[src/rtl/elevator_pkg.sv]
// Shared types and default sizing for the elevator car controller.
//   state_t        : controller state encoding
//   N_FLOORS_DEF   : default number of floors
//   DOOR_TICKS_DEF : default door-open time in travel ticks
//   DCNT_W         : door counter width (holds up to 15 ticks)
package elevator_pkg;

  typedef enum logic [1:0] {
    IDLE    = 2'd0,
    MOVE_UP = 2'd1,
    MOVE_DN = 2'd2,
    DOOR    = 2'd3
  } state_t;

  localparam int unsigned N_FLOORS_DEF   = 4;
  localparam int unsigned DOOR_TICKS_DEF = 2;
  localparam int unsigned DCNT_W         = 4;

endpackage

[src/rtl/elevator_ctrl_req_scan.sv]
// Combinational request scan: summarizes pending requests relative to the car.
//   i_pending   : latched request bits, one per floor
//   i_cur_floor : current car floor
//   o_above_c   : some request strictly above the car
//   o_below_c   : some request strictly below the car
//   o_here_c    : request at the car's floor
module req_scan
  import elevator_pkg::*;
#(
  parameter int unsigned N_FLOORS = N_FLOORS_DEF,
  parameter int unsigned FW       = $clog2(N_FLOORS)
) (
  input  logic [N_FLOORS-1:0] i_pending,
  input  logic [FW-1:0]       i_cur_floor,
  output logic                o_above_c,
  output logic                o_below_c,
  output logic                o_here_c
);

  // Compare each floor index against the car position.
  always_comb begin
    o_above_c = 1'b0;
    o_below_c = 1'b0;
    o_here_c  = 1'b0;
    for (int unsigned i = 0; i < N_FLOORS; i++) begin
      if (i > 32'(i_cur_floor))  o_above_c = o_above_c | i_pending[i];
      if (i < 32'(i_cur_floor))  o_below_c = o_below_c | i_pending[i];
      if (i == 32'(i_cur_floor)) o_here_c  = o_here_c  | i_pending[i];
    end
  end

endmodule

[src/rtl/elevator_ctrl.sv]
// SCAN elevator car controller driven by a slow travel tick enable.
//   clk_in    : system clock
//   rst       : asynchronous active-high reset
//   tick      : one-cycle travel-rate strobe
//   req_in    : one-cycle floor request pulses
//   cur_floor : current car floor
//   dir_up    : last/current travel direction is up
//   moving    : car travelling
//   door_open : door open at cur_floor
//   pending   : latched, unserved requests
module elevator_ctrl
  import elevator_pkg::*;
#(
  parameter int unsigned N_FLOORS   = N_FLOORS_DEF,
  parameter int unsigned FW         = $clog2(N_FLOORS),
  parameter int unsigned DOOR_TICKS = DOOR_TICKS_DEF
) (
  input  logic                clk_in,
  input  logic                rst,
  input  logic                tick,
  input  logic [N_FLOORS-1:0] req_in,
  output logic [FW-1:0]       cur_floor,
  output logic                dir_up,
  output logic                moving,
  output logic                door_open,
  output logic [N_FLOORS-1:0] pending
);

  localparam logic [FW-1:0]     TOP_FLOOR = FW'(N_FLOORS - 1);
  localparam logic [DCNT_W-1:0] DOOR_LOAD = DCNT_W'(DOOR_TICKS);

  state_t              r_state;
  logic [FW-1:0]       r_cur_floor;
  logic                r_dir_up;
  logic                r_moving;
  logic                r_door_open;
  logic [N_FLOORS-1:0] r_pending;
  logic [DCNT_W-1:0]   r_door_cnt;

  state_t              w_next_state;
  logic [FW-1:0]       w_next_floor;
  logic                w_next_dir;
  logic [N_FLOORS-1:0] w_next_pending;
  logic [N_FLOORS-1:0] w_clr;
  logic [DCNT_W-1:0]   w_next_cnt;
  logic                w_above;
  logic                w_below;
  logic                w_here;
  logic                w_req_here;
  logic                w_pend_up;
  logic                w_pend_dn;
  logic                w_at_top;
  logic                w_at_bot;
  logic                w_door_done;
  logic [FW-1:0]       w_floor_up;
  logic [FW-1:0]       w_floor_dn;

  req_scan #(
    .N_FLOORS (N_FLOORS),
    .FW       (FW)
  ) u_req_scan (
    .i_pending   (r_pending),
    .i_cur_floor (r_cur_floor),
    .o_above_c   (w_above),
    .o_below_c   (w_below),
    .o_here_c    (w_here)
  );

  assign w_at_top    = (r_cur_floor == TOP_FLOOR);
  assign w_at_bot    = (r_cur_floor == '0);
  assign w_floor_up  = r_cur_floor + FW'(1);
  assign w_floor_dn  = r_cur_floor - FW'(1);
  // Re-open requests take precedence over the closing tick.
  assign w_door_done = !w_req_here && tick && (r_door_cnt == DCNT_W'(1));

  // Neighbouring-floor request bits and a live request at the car's floor.
  always_comb begin
    w_pend_up  = 1'b0;
    w_pend_dn  = 1'b0;
    w_req_here = 1'b0;
    for (int unsigned i = 0; i < N_FLOORS; i++) begin
      if (i == 32'(r_cur_floor) + 32'd1) w_pend_up  = r_pending[i];
      if (i + 32'd1 == 32'(r_cur_floor)) w_pend_dn  = r_pending[i];
      if (i == 32'(r_cur_floor))         w_req_here = req_in[i];
    end
  end

  // State and datapath registers.
  always_ff @(posedge clk_in or posedge rst) begin
    if (rst) begin
      r_state     <= IDLE;
      r_cur_floor <= '0;
      r_dir_up    <= 1'b1;
      r_moving    <= 1'b0;
      r_door_open <= 1'b0;
      r_pending   <= '0;
      r_door_cnt  <= '0;
    end else begin
      r_state     <= w_next_state;
      r_cur_floor <= w_next_floor;
      r_dir_up    <= w_next_dir;
      r_moving    <= (w_next_state == MOVE_UP) || (w_next_state == MOVE_DN);
      r_door_open <= (w_next_state == DOOR);
      r_pending   <= w_next_pending;
      r_door_cnt  <= w_next_cnt;
    end
  end

  // Next-state selection: SCAN keeps the current direction while it has work.
  always_comb begin
    w_next_state = r_state;
    case (r_state)
      IDLE: begin
        if (w_here)       w_next_state = DOOR;
        else if (w_above) w_next_state = MOVE_UP;
        else if (w_below) w_next_state = MOVE_DN;
      end
      MOVE_UP: begin
        if (tick) begin
          if (w_at_top)       w_next_state = IDLE;
          else if (w_pend_up) w_next_state = DOOR;
        end
      end
      MOVE_DN: begin
        if (tick) begin
          if (w_at_bot)       w_next_state = IDLE;
          else if (w_pend_dn) w_next_state = DOOR;
        end
      end
      DOOR: begin
        if (w_door_done) begin
          if (r_dir_up ? w_above : w_below)
            w_next_state = r_dir_up ? MOVE_UP : MOVE_DN;
          else if (r_dir_up ? w_below : w_above)
            w_next_state = r_dir_up ? MOVE_DN : MOVE_UP;
          else
            w_next_state = IDLE;
        end
      end
      default: w_next_state = IDLE;
    endcase
  end

  // Datapath next values: floor step, direction, door timer, request latch.
  always_comb begin
    w_next_floor = r_cur_floor;
    w_next_dir   = r_dir_up;
    w_next_cnt   = r_door_cnt;
    w_clr        = '0;

    if (tick && (r_state == MOVE_UP) && !w_at_top) w_next_floor = w_floor_up;
    if (tick && (r_state == MOVE_DN) && !w_at_bot) w_next_floor = w_floor_dn;

    if (w_next_state == MOVE_UP) w_next_dir = 1'b1;
    if (w_next_state == MOVE_DN) w_next_dir = 1'b0;

    if (w_next_state == DOOR && r_state != DOOR) begin
      w_next_cnt = DOOR_LOAD;
    end else if (r_state == DOOR) begin
      if (w_req_here)                        w_next_cnt = DOOR_LOAD;
      else if (tick && r_door_cnt != '0)     w_next_cnt = r_door_cnt - DCNT_W'(1);
    end

    // The floor being served never holds a request bit.
    if (w_next_state == DOOR) begin
      for (int unsigned i = 0; i < N_FLOORS; i++) begin
        w_clr[i] = (i == 32'(w_next_floor));
      end
    end
    w_next_pending = (r_pending | req_in) & ~w_clr;
  end

  assign cur_floor = r_cur_floor;
  assign dir_up    = r_dir_up;
  assign moving    = r_moving;
  assign door_open = r_door_open;
  assign pending   = r_pending;

endmodule
[config.mk]
export PLATFORM = sky130hd
export DESIGN_NAME = elevator_ctrl
export DESIGN_NICKNAME = d
export VERILOG_FILES = /design/src/rtl/elevator_pkg.sv /design/src/rtl/elevator_ctrl_req_scan.sv /design/src/rtl/elevator_ctrl.sv
export SDC_FILE = /design/constraint.sdc
export NUM_CORES = 1
export LEC_CHECK = 0
export ABC_AREA = 1
export ABC_CLOCK_PERIOD_IN_PS = 4260
export CAP_MARGIN = 20
export CORE_MARGIN = 4
export CORE_UTILIZATION = 60
export CTS_BUF_LIST = sky130_fd_sc_hd__clkbuf_2
export CTS_CLUSTER_SIZE = 30
export DETAILED_ROUTE_END_ITERATION = 10
export MAX_ROUTING_LAYER = met4
export PLACE_DENSITY = 0.95
export SYNTH_ARGS = -nofsm -noshare
export SYNTH_HDL_FRONTEND = slang
export SYNTH_SLANG_ARGS = --single-unit
export TNS_END_PERCENT = 50
[constraint.sdc]
create_clock -name clk_in -period 4.26 [get_ports clk_in]
set_input_delay 0.639 -clock clk_in [delete_from_list [all_inputs] [get_ports clk_in]]
set_output_delay 0.639 -clock clk_in [all_outputs]
set_load 0.02 [all_outputs]
# --- Yosys cells after proc, flatten, opt, wreduce, memory -nomap -nowiden ---
# Cells that the tools add are included.
word_totals:
  ff_bits: 15
  input_bits: 7
  output_inout_bits: 9
  word_cells: 113
op_classes:
  addsub: 4
  magnitude_cmp: 6
  eq_ne: 18
  n_mux: 47
  bitwise: 10
  n_reduce_logical: 21
op_table:
  columns: ["operator", "count"]
  rows:
  - ["$eq A1 B32 Y1 const A", 1]
  - ["$eq A2 B32 Y1 const A", 1]
  - ["$logic_not A32 Y1", 1]
  - ["$mux W2", 16]
  - ["$mux W1", 25]
  - ["$mux W4", 5]
  - ["$eq A2 B2 Y1 const B", 5]
  - ["$eq A2 B2 Y1 const A", 4]
  - ["$logic_and A1 B1 Y1", 8]
  - ["$pmux W2 S4", 1]
  - ["$or A1 B1 Y1", 7]
  - ["$logic_not A2 Y1", 3]
  - ["$and A4 B4 Y4", 1]
  - ["$eq A1 B2 Y1 const A", 2]
  - ["$eq A2 B1 Y1 const B", 2]
  - ["$eq A4 B1 Y1 const B", 1]
  - ["$gt A2 B2 Y1 const A", 2]
  - ["$lt A1 B2 Y1 const A", 2]
  - ["$not A4 Y4", 1]
  - ["$or A4 B4 Y4", 1]
  - ["$reduce_bool A2 Y1", 2]
  - ["$reduce_bool A4 Y1", 1]
  - ["$sub A4 B1 Y4 const B", 1]
  - ["$add A2 B1 Y3 const B", 1]
  - ["10 further kinds", 12]

# --- Depth between registers and ports, before layout ---
# Gate-level depths: netlist of the first run.
logic_depth:
  ltp_word: 15
  depth_mapped: 19
  ltp_nobuf: 19

# --- Cells and area by module ---
# Synthesis of the first run repeated with hierarchy kept, for this count alone.
unflattened:
  hier_cells: 168
  hier_area_um2: 1191.1
modules_own_cells:
  columns: ["module", "n_inst", "cells_each", "area_each_um2", "seq_area_each_um2"]
  rows:
  - ["elevator_ctrl", 1, 146, 1101.1, 376.6]
  - ["req_scan", 1, 22, 90.1, 0.0]

# --- Worst setup path before layout of the first run ---
# OpenSTA, ideal clock, no wires.
synth_timing:
  kind: "flip-flop to flip-flop"
  from: "register r_cur_floor[0] (netlist: cur_floor[0])"
  to: "register r_door_cnt[3]"
  setup_time_ns: 0.118
  arrival_time_ns: 2.338
  required_ns: 4.142
  path_slack_ns: 1.804
  stages_incl_launch_ff: 20
  path_buffers: 0
  period_less_slack_ns: 2.456
  path_cell_list: "dfrtp_1 -> inv_1 -> ha_1 -> inv_1 -> nand2_1 -> inv_1 -> nand3_1 -> nand2_1 -> nand3_1 -> nand2_1 -> inv_1 -> a21oi_1 -> ha_1 -> inv_1 -> nor2_2 -> nor2_4 -> nand2_4 -> nand2_4 -> nand2_1 -> nand2_1"
synth_via:
  elab_chain_cells: 15
  word_cells_on_any_way: 70
  classes_between: "1 x add/sub; 6 x order compare; 8 x eq/ne; 39 x mux; 7 x bitwise; 9 x reduce/logical"
synth_lines:
  columns: ["item", "line_no", "rtl"]
  rows:
  - ["start: declaration", "elevator_ctrl.sv:33", "logic [FW-1:0] r_cur_floor;"]
  - ["start signal: assignment", "elevator_ctrl.sv:100", "r_cur_floor <= w_next_floor;"]
  - ["parallel branches: the longest is 10 deep, another holds $add A2 B1 Y3", null, null]
  - ["$pmux W2 S4 (*)", "elevator_ctrl.sv:112", "case (r_state)"]
  - ["net w_next_state[1]", "elevator_ctrl.sv:40", "state_t w_next_state;"]
  - ["$eq A2 B2 Y1 (*)", "elevator_ctrl.sv:157", "if (w_next_state == DOOR && r_state != DOOR) begin"]
  - ["$logic_and A1 B1 Y1 (*)", "elevator_ctrl.sv:157", null]
  - ["$reduce_bool A3 Y1 (no source line) / $reduce_bool A2 Y1 (equally long branches)", null, null]
  - ["$reduce_and A2 Y1 (no source line)", null, null]
  - ["end signal: assignment", "elevator_ctrl.sv:105", "r_door_cnt <= w_next_cnt;"]
  - ["end: declaration", "elevator_ctrl.sv:38", "logic [DCNT_W-1:0] r_door_cnt;"]
# Mark *: on every way through the listed nets, which the timed path passes. The select of a mux whose other input is x is not followed.
# A chain may end at the register's enable or synchronous reset.

# --- Worst setup path in the final report of the first run ---
# Same ends and word-level chain as after synthesis.

==> results of run 1 <==
stage by stage:
step | instance area (µm²) | util | instances
2_1_floorplan | 1170 | - | 165
3_3_place_gp | 1350 | 0.759 | 205
3_5_place_dp | 1350 | 0.759 | 205
4_1_cts | 1370 | 0.771 | 209
5_1_grt | 1370 | 0.771 | 209
6_report | 1370 | 0.771 | 209
report_power, final:
part           total [mW]  switching (mW)  internal (mW)
combinational       0.861           0.551          0.311
sequential          0.287          0.0735          0.213
clock              0.0645          0.0433         0.0212
cell families after synthesis:
| group | synth area share |
|---|---|
| and+or+nand+nor | 0.372 |
| buffers and inverters | 0.0928 |
| AOI/OAI and AO/OA | 0.0811 |
| DFF | 0.321 |
| adders and majority gates | 0.117 |
| xor gates and xnor gates | 0.0149 |
flip-flops by register name (all words and copies together) (netlist names):
name	flops
door_open	1
moving	1
r_state	2
cur_floor	2
pending	4
dir_up	1
r_door_cnt	4
worst max-delay path by stage:
stage	end	slack [ps]	cells after the start
after global placement	r_door_cnt[3]$_DFFE_PP0P_	1460	15
final	r_door_cnt[3]$_DFFE_PP0P_	1450	19
after global routing	r_door_cnt[0]$_DFFE_PP0P_	1180	19
after CTS	r_door_cnt[2]$_DFFE_PP0P_	1470	19
after detailed placement	r_door_cnt[2]$_DFFE_PP0P_	1360	15
after floorplan	r_door_cnt[3]$_DFFE_PP0P_	1800	19
placed cells by master, fill, tap and decap left out:
master | Yosys | final
a21oi_1 | 8 | 8
a21oi_2 | 2 | 2
clkbuf_2 | 0 | 3
clkdlybuf4s50_1 | 0 | 15
clkinv_2 | 0 | 1
dfrtp_1 | 14 | 14
dfstp_2 | 1 | 1
ha_1 | 11 | 11
inv_1 | 20 | 20
inv_2 | 9 | 9
nand2_1 | 43 | 43
nand2_2 | 2 | 2
nand2_4 | 3 | 3
nand3_1 | 14 | 14
nand3_2 | 1 | 1
nand4_1 | 2 | 2
nand4_2 | 2 | 2
nor2_1 | 16 | 16
nor2_2 | 3 | 3
nor2_4 | 1 | 1
nor3_1 | 3 | 3
o21ai_0 | 4 | 4
o21ai_1 | 2 | 2
o31ai_1 | 1 | 1
or2_2 | 1 | 1
xnor2_1 | 1 | 1
xor2_1 | 1 | 1
synth_stat cells:
library cell | count | area share
nand2_2 | 2 | 0.011
nand2_1 | 43 | 0.14
a21oi_1 | 8 | 0.034
a21oi_2 | 2 | 0.015
or2_2 | 1 | 0.0053
inv_2 | 9 | 0.029
nand2_4 | 3 | 0.029
o31ai_1 | 1 | 0.0064
xor2_1 | 1 | 0.0075
nand4_2 | 2 | 0.021
nor2_2 | 3 | 0.016
inv_1 | 20 | 0.064
nand3_1 | 14 | 0.060
dfstp_2 | 1 | 0.022
ha_1 | 11 | 0.12
nand4_1 | 2 | 0.011
o21ai_0 | 4 | 0.017
nand3_2 | 1 | 0.0085
o21ai_1 | 2 | 0.0085
xnor2_1 | 1 | 0.0075
dfrtp_1 | 14 | 0.30
nor3_1 | 3 | 0.013
nor2_1 | 16 | 0.051
nor2_4 | 1 | 0.0096
area by class of cell:
type                            instances  area share
Timing Repair Buffer                   15       0.109
Clock buffer                            3      0.0109
Sequential cell                        15       0.274
Inverter                               29      0.0792
Clock inverter                          1     0.00364
Multi-Input combinational cell        121       0.500
Tap cell                               25      0.0228
per-layer routing:
layer	vias to the layer above	global-route usage
li1	556	-
met1	508	0.326
met2	46	0.383
met3	4	0.0171
met4	0	0.0936
met5	-	-
worst max-delay path, stage by stage, from the launching register on:
cell	delay, ps
dfrtp_1	500
inv_1	150
ha_1	280
inv_1	140
nand2_1	100
inv_1	60
nand3_1	60
nand2_1	80
nand3_1	60
nand2_1	60
inv_1	30
a21oi_1	270
ha_1	230
inv_1	100
nor2_2	230
nor2_4	80
nand2_4	90
nand2_4	60
nand2_1	60
nand2_1	60
==> flow_summary.ini, run 1 <==
[synth]
yosysUniqueCellTypes = 24
synthesis.instances = 165
synth.yosys.warnings = 0
ys_seq_elements = 15
mappedNetlistNets = 183
synthesis.area_per_instance_um2 = 7.11
synth-seq-area-share = 0.321
netlist_area_um2 = 1170

[global_routing]
global_route.usage.total = 0.242
globalRouteOverflowTotal = 0
number_of_antenna_violations_at_the_first_check_in_global_routing = 0
global_route_wire_length_before_repair_um = 4730
grt_max_degree = 16
first_global_vias = 1038

[final_layout]
final_nets = 203
regArea_um2 = 377
syn2layout_area_growth_pct = 17.2
multi_input_area_um2 = 687
drive_gt1_frac = 0.158
n_antenna_cell = 0
fill_cells = 119

[sta]
period_minus_slack_ps = 2810
fmaxAchievable_mhz = 356
setup_viol_count_final = 0
setup-tns-final_ps = 0
fin_crit_sh = 0.660
finalHoldViolCount = 0
setup_slack_ps = 1450
rsz_0062_raised_after_global_routing = no
slew_headroom = 0.640
final-max-slew-violation-count = 0
worst_pin_slew_ps = 540
skew_ps = 16.2
fin_worst_hold_slack_ps = 506

[worst_setup_path]
critical_path_peak_fanout = 6
crit-reg2reg-launch = cur_floor[0]$_DFF_PP0_
ff2ff_setup_slack_ps = 1450
cp-end-kind = flop
cp.required_ps = 4450
worst_r2r_endpoint = r_door_cnt[3]$_DFFE_PP0P_
critical_path.startpoint_type = flop
critPathLaunch = cur_floor[0]$_DFF_PP0_
critical_path_class = reg2reg
worst-endpoint-arrival_ps = 3010
rr_worst_depth = 19

[power]
power_total_mw = 1.21
worst_ir_drop_vdd_mv = 0.637
power_density_nw_per_um2 = 883
leakage_dissipation_nw = 0.726

[clock_network]
htreeDepth = 1
clkTransAtPathRegs_ps = 150
worstSkewPairLatency_ps = 280
clock-sinks = 15
cts-resized-gates = 0
cts_hold_repair.buffers = 0
cts-root-buf = clkbuf_2
numCtsBuffers = 3
cts_max_path_buffers = 2
cts_setup_buffers = 0
tritoncts_clock_tree = yes

[floorplan]
die_width_um = 52.2
io-pin-count = 16
start_util = 0.658
die-area_um2 = 2730
fp-row-count = 15
fp.coreArea_um2 = 1780
fp.dieH_um = 52.2

[route]
totalWireLength_um = 2760
drt_pre_antenna_iters = 4
drt-vias-per-instance = 5.33
drt-wirelength-per-cell_um = 13.2
drc = 0
met1_length_um = 1170
via_count = 1114
drtAntennaViolNets = 0
met3WireLength_um = 214
drt_iter0_drc = 37
met2RoutedLength_um = 1320
routed.top_layer = met4

[min_path]
min-delay-start = r_door_cnt[1]$_DFFE_PP0P_
hold_path_depth = 2
timing.hold.worst_endpoint = r_door_cnt[1]$_DFFE_PP0P_
hold_path_class = reg2reg

[placement]
gp_congestion = 0.945
post-dp-hpwl_um = 2230
place_worst_setup_slack_ps = 1360
port_buffers = 15

[job]
max-cap-violations = 0

[outcome]
result_of_the_run = finished, final reports clean
Note: power is estimated with default switching activity, not from simulation.
==> run 2, diff against run 1 <==
--- a/config.mk
+++ b/config.mk
@@ -6,15 +6,15 @@
 export NUM_CORES = 1
 export LEC_CHECK = 0
 export ABC_AREA = 1
-export ABC_CLOCK_PERIOD_IN_PS = 4260
+export ABC_CLOCK_PERIOD_IN_PS = 2800
 export CAP_MARGIN = 20
 export CORE_MARGIN = 4
-export CORE_UTILIZATION = 60
+export CORE_UTILIZATION = 56
 export CTS_BUF_LIST = sky130_fd_sc_hd__clkbuf_2
 export CTS_CLUSTER_SIZE = 30
 export DETAILED_ROUTE_END_ITERATION = 10
 export MAX_ROUTING_LAYER = met4
-export PLACE_DENSITY = 0.95
+export PLACE_DENSITY = 0.92
 export SYNTH_ARGS = -nofsm -noshare
 export SYNTH_HDL_FRONTEND = slang
 export SYNTH_SLANG_ARGS = --single-unit
==> constraint.sdc (replaced) <==
create_clock -name clk_in -period 2.8 [get_ports clk_in]
set_input_delay 0.42 -clock clk_in [delete_from_list [all_inputs] [get_ports clk_in]]
set_output_delay 0.42 -clock clk_in [all_outputs]
set_load 0.02 [all_outputs]
==> run 2 against run 1 <==
Against the previous run:
- total power increased by 58%
- core utilization decreased by 5.7 points
- global-route usage down 1.1 points
- clock-buffer cell count unchanged
- critical endpoint unchanged
- largest power group unchanged
- flip-flop and latch count is the same
- die area up 6.0%
- fmax increased by 8.7%
- clock skew decreased by 5.3 ps
- sequential power rose by 54%
- sequential share of layout area down 0.60 points
==> flow_summary.ini, run 2 (same netlist as run 1, synthesis figures left out) <==
[outcome]
result_of_the_run = finished, final reports clean

[route]
drt-vias-per-instance = 5.43
totalWireLength_um = 2860
drc = 0
drtAntennaViolNets = 0
drt-wirelength-per-cell_um = 13.4
via_count = 1156
drt_pre_antenna_iters = 4
drt_iter0_drc = 50

[final_layout]
fin_util = 0.713
mostFrequentLayoutCells = 43 x nand2_1, 20 x inv_1, 16 x nor2_1
n_antenna_cell = 0
final_nets = 205
syn2layout_area_growth_pct = 20.6
layout_commonest_cell = nand2_1
drive_gt1_frac = 0.204

[floorplan]
io-pin-count = 16
fp.dieH_um = 53.8
die_width_um = 53.8
die-area_um2 = 2890
fp-row-count = 16
fp.coreArea_um2 = 1980
start_util = 0.592

[worst_setup_path]
worst-endpoint-arrival_ps = 2780
crit-reg2reg-launch = cur_floor[0]$_DFF_PP0_
cp.required_ps = 3000
ff2ff_setup_slack_ps = 210
critical_path_class = reg2reg
rr_worst_depth = 18
cp-end-kind = flop
critical_path_peak_fanout = 6
worst_r2r_endpoint = r_door_cnt[3]$_DFFE_PP0P_
critical_path.startpoint_type = flop

[min_path]
hold_path_class = in2async

[power]
leakage_dissipation_nw = 0.730
worst_ir_drop_vdd_mv = 0.895
power_density_nw_per_um2 = 1360

[global_routing]
first_global_vias = 1102
globalRouteOverflowTotal = 0
number_of_antenna_violations_at_the_first_check_in_global_routing = 0
global_route_wire_length_before_repair_um = 4710
global_route.peak_usage_layer = met2
global_route.usage.total = 0.230
grt_max_degree = 16
met3_usage = 0.0305
globalRouteMet2Util = 0.391
global_route.usage.met1 = 0.286

[sta]
period_minus_slack_ps = 2590
slew_headroom = 0.651
final-max-slew-violation-count = 0
worst_pin_slew_ps = 523
fin_crit_sh = 0.924
skew_ps = 10.9
fmaxAchievable_mhz = 386
setup-tns-final_ps = 0
setup_viol_count_final = 0
finalHoldViolCount = 0

[placement]
port_buffers = 15
post-dp-hpwl_um = 2250
gp_congestion = 0.910

[clock_network]
cts_max_path_buffers = 2
htreeDepth = 1
tritoncts_clock_tree = yes
worstSkewPairLatency_ps = 280
cts_hold_repair.buffers = 0
cts-root-buf = clkbuf_2
clock-sinks = 15
numCtsBuffers = 3
clkTransAtPathRegs_ps = 140

[job]
max-cap-violations = 0
## run 2: through the flow
step | hold slack [ps] | setup WS, ps | instances | area (µm²) | power, mW
after floorplan | 321 | 344 | 165 | 1170 | 1.37
after global placement | 473 | 209 | 207 | 1360 | 1.65
after detailed placement | 480 | -29.3 | 207 | 1360 | 1.72
after CTS | 458 | 27.4 | 211 | 1380 | 1.83
after global routing | 493 | -2.80 | 213 | 1410 | 2.09
final | 445 | 212 | 213 | 1410 | 1.92
## run 2: report_power, final
part           switching [mW]  leakage (nW)  internal [mW]  total (mW)
Sequential              0.114         0.167          0.328       0.442
Clock                  0.0665        0.0164         0.0323      0.0988
Combinational           0.860         0.547          0.516        1.38
## run 2: final cells by class
cell class | instances | area (µm²)
clock buffers | 3 | 15.0
clock inverters | 1 | 5.00
fillers | 147 | 568
inverters | 29 | 109
multi-input cells | 121 | 707
flip-flops and latches | 15 | 379
well taps | 27 | 33.8
repair buffers | 17 | 165
## run 2: worst max-delay path: stages, from the launching register on
cell and delay [ps]:
dfrtp_2 490, inv_1 150, ha_2 230, inv_1 90, nand2_1 120, nand3_1 130
nand2_1 80, nand2_1 40, nand2_1 60, nand2_1 70, a21oi_2 190, ha_2 220
inv_1 110, nor2_4 180, nor2_4 60, nand2_4 80, nand2_4 60, nand2_1 60
nand2_1 50
## run 2: worst max-delay path by stage
stage	to	start
after CTS	r_door_cnt[3]$_DFFE_PP0P_	cur_floor[1]$_DFF_PP0_
after floorplan	r_door_cnt[3]$_DFFE_PP0P_	cur_floor[0]$_DFF_PP0_
after detailed placement	r_door_cnt[3]$_DFFE_PP0P_	cur_floor[0]$_DFF_PP0_
final	r_door_cnt[3]$_DFFE_PP0P_	cur_floor[0]$_DFF_PP0_
after global placement	r_door_cnt[2]$_DFFE_PP0P_	cur_floor[0]$_DFF_PP0_
after global routing	r_door_cnt[3]$_DFFE_PP0P_	cur_floor[1]$_DFF_PP0_
## run 2: per-layer routing
metal / wire [µm] / share of wire / vias to the layer above
li1: - / - / 561
met1: 1250 / 0.44 / 544
met2: 1410 / 0.49 / 43
met3: 148 / 0.052 / 8
met4: 46 / 0.016 / 0
met5: 0 / 0 / -
## run 2: repair_timing
| action | CTS | global route |
|---|---|---|
| resized for setup | 1 | 7 |
| buffers inserted | 0 | 2 |
| pin swaps | 0 | 1 |
| setup endpoints to repair | 4 | 5 |
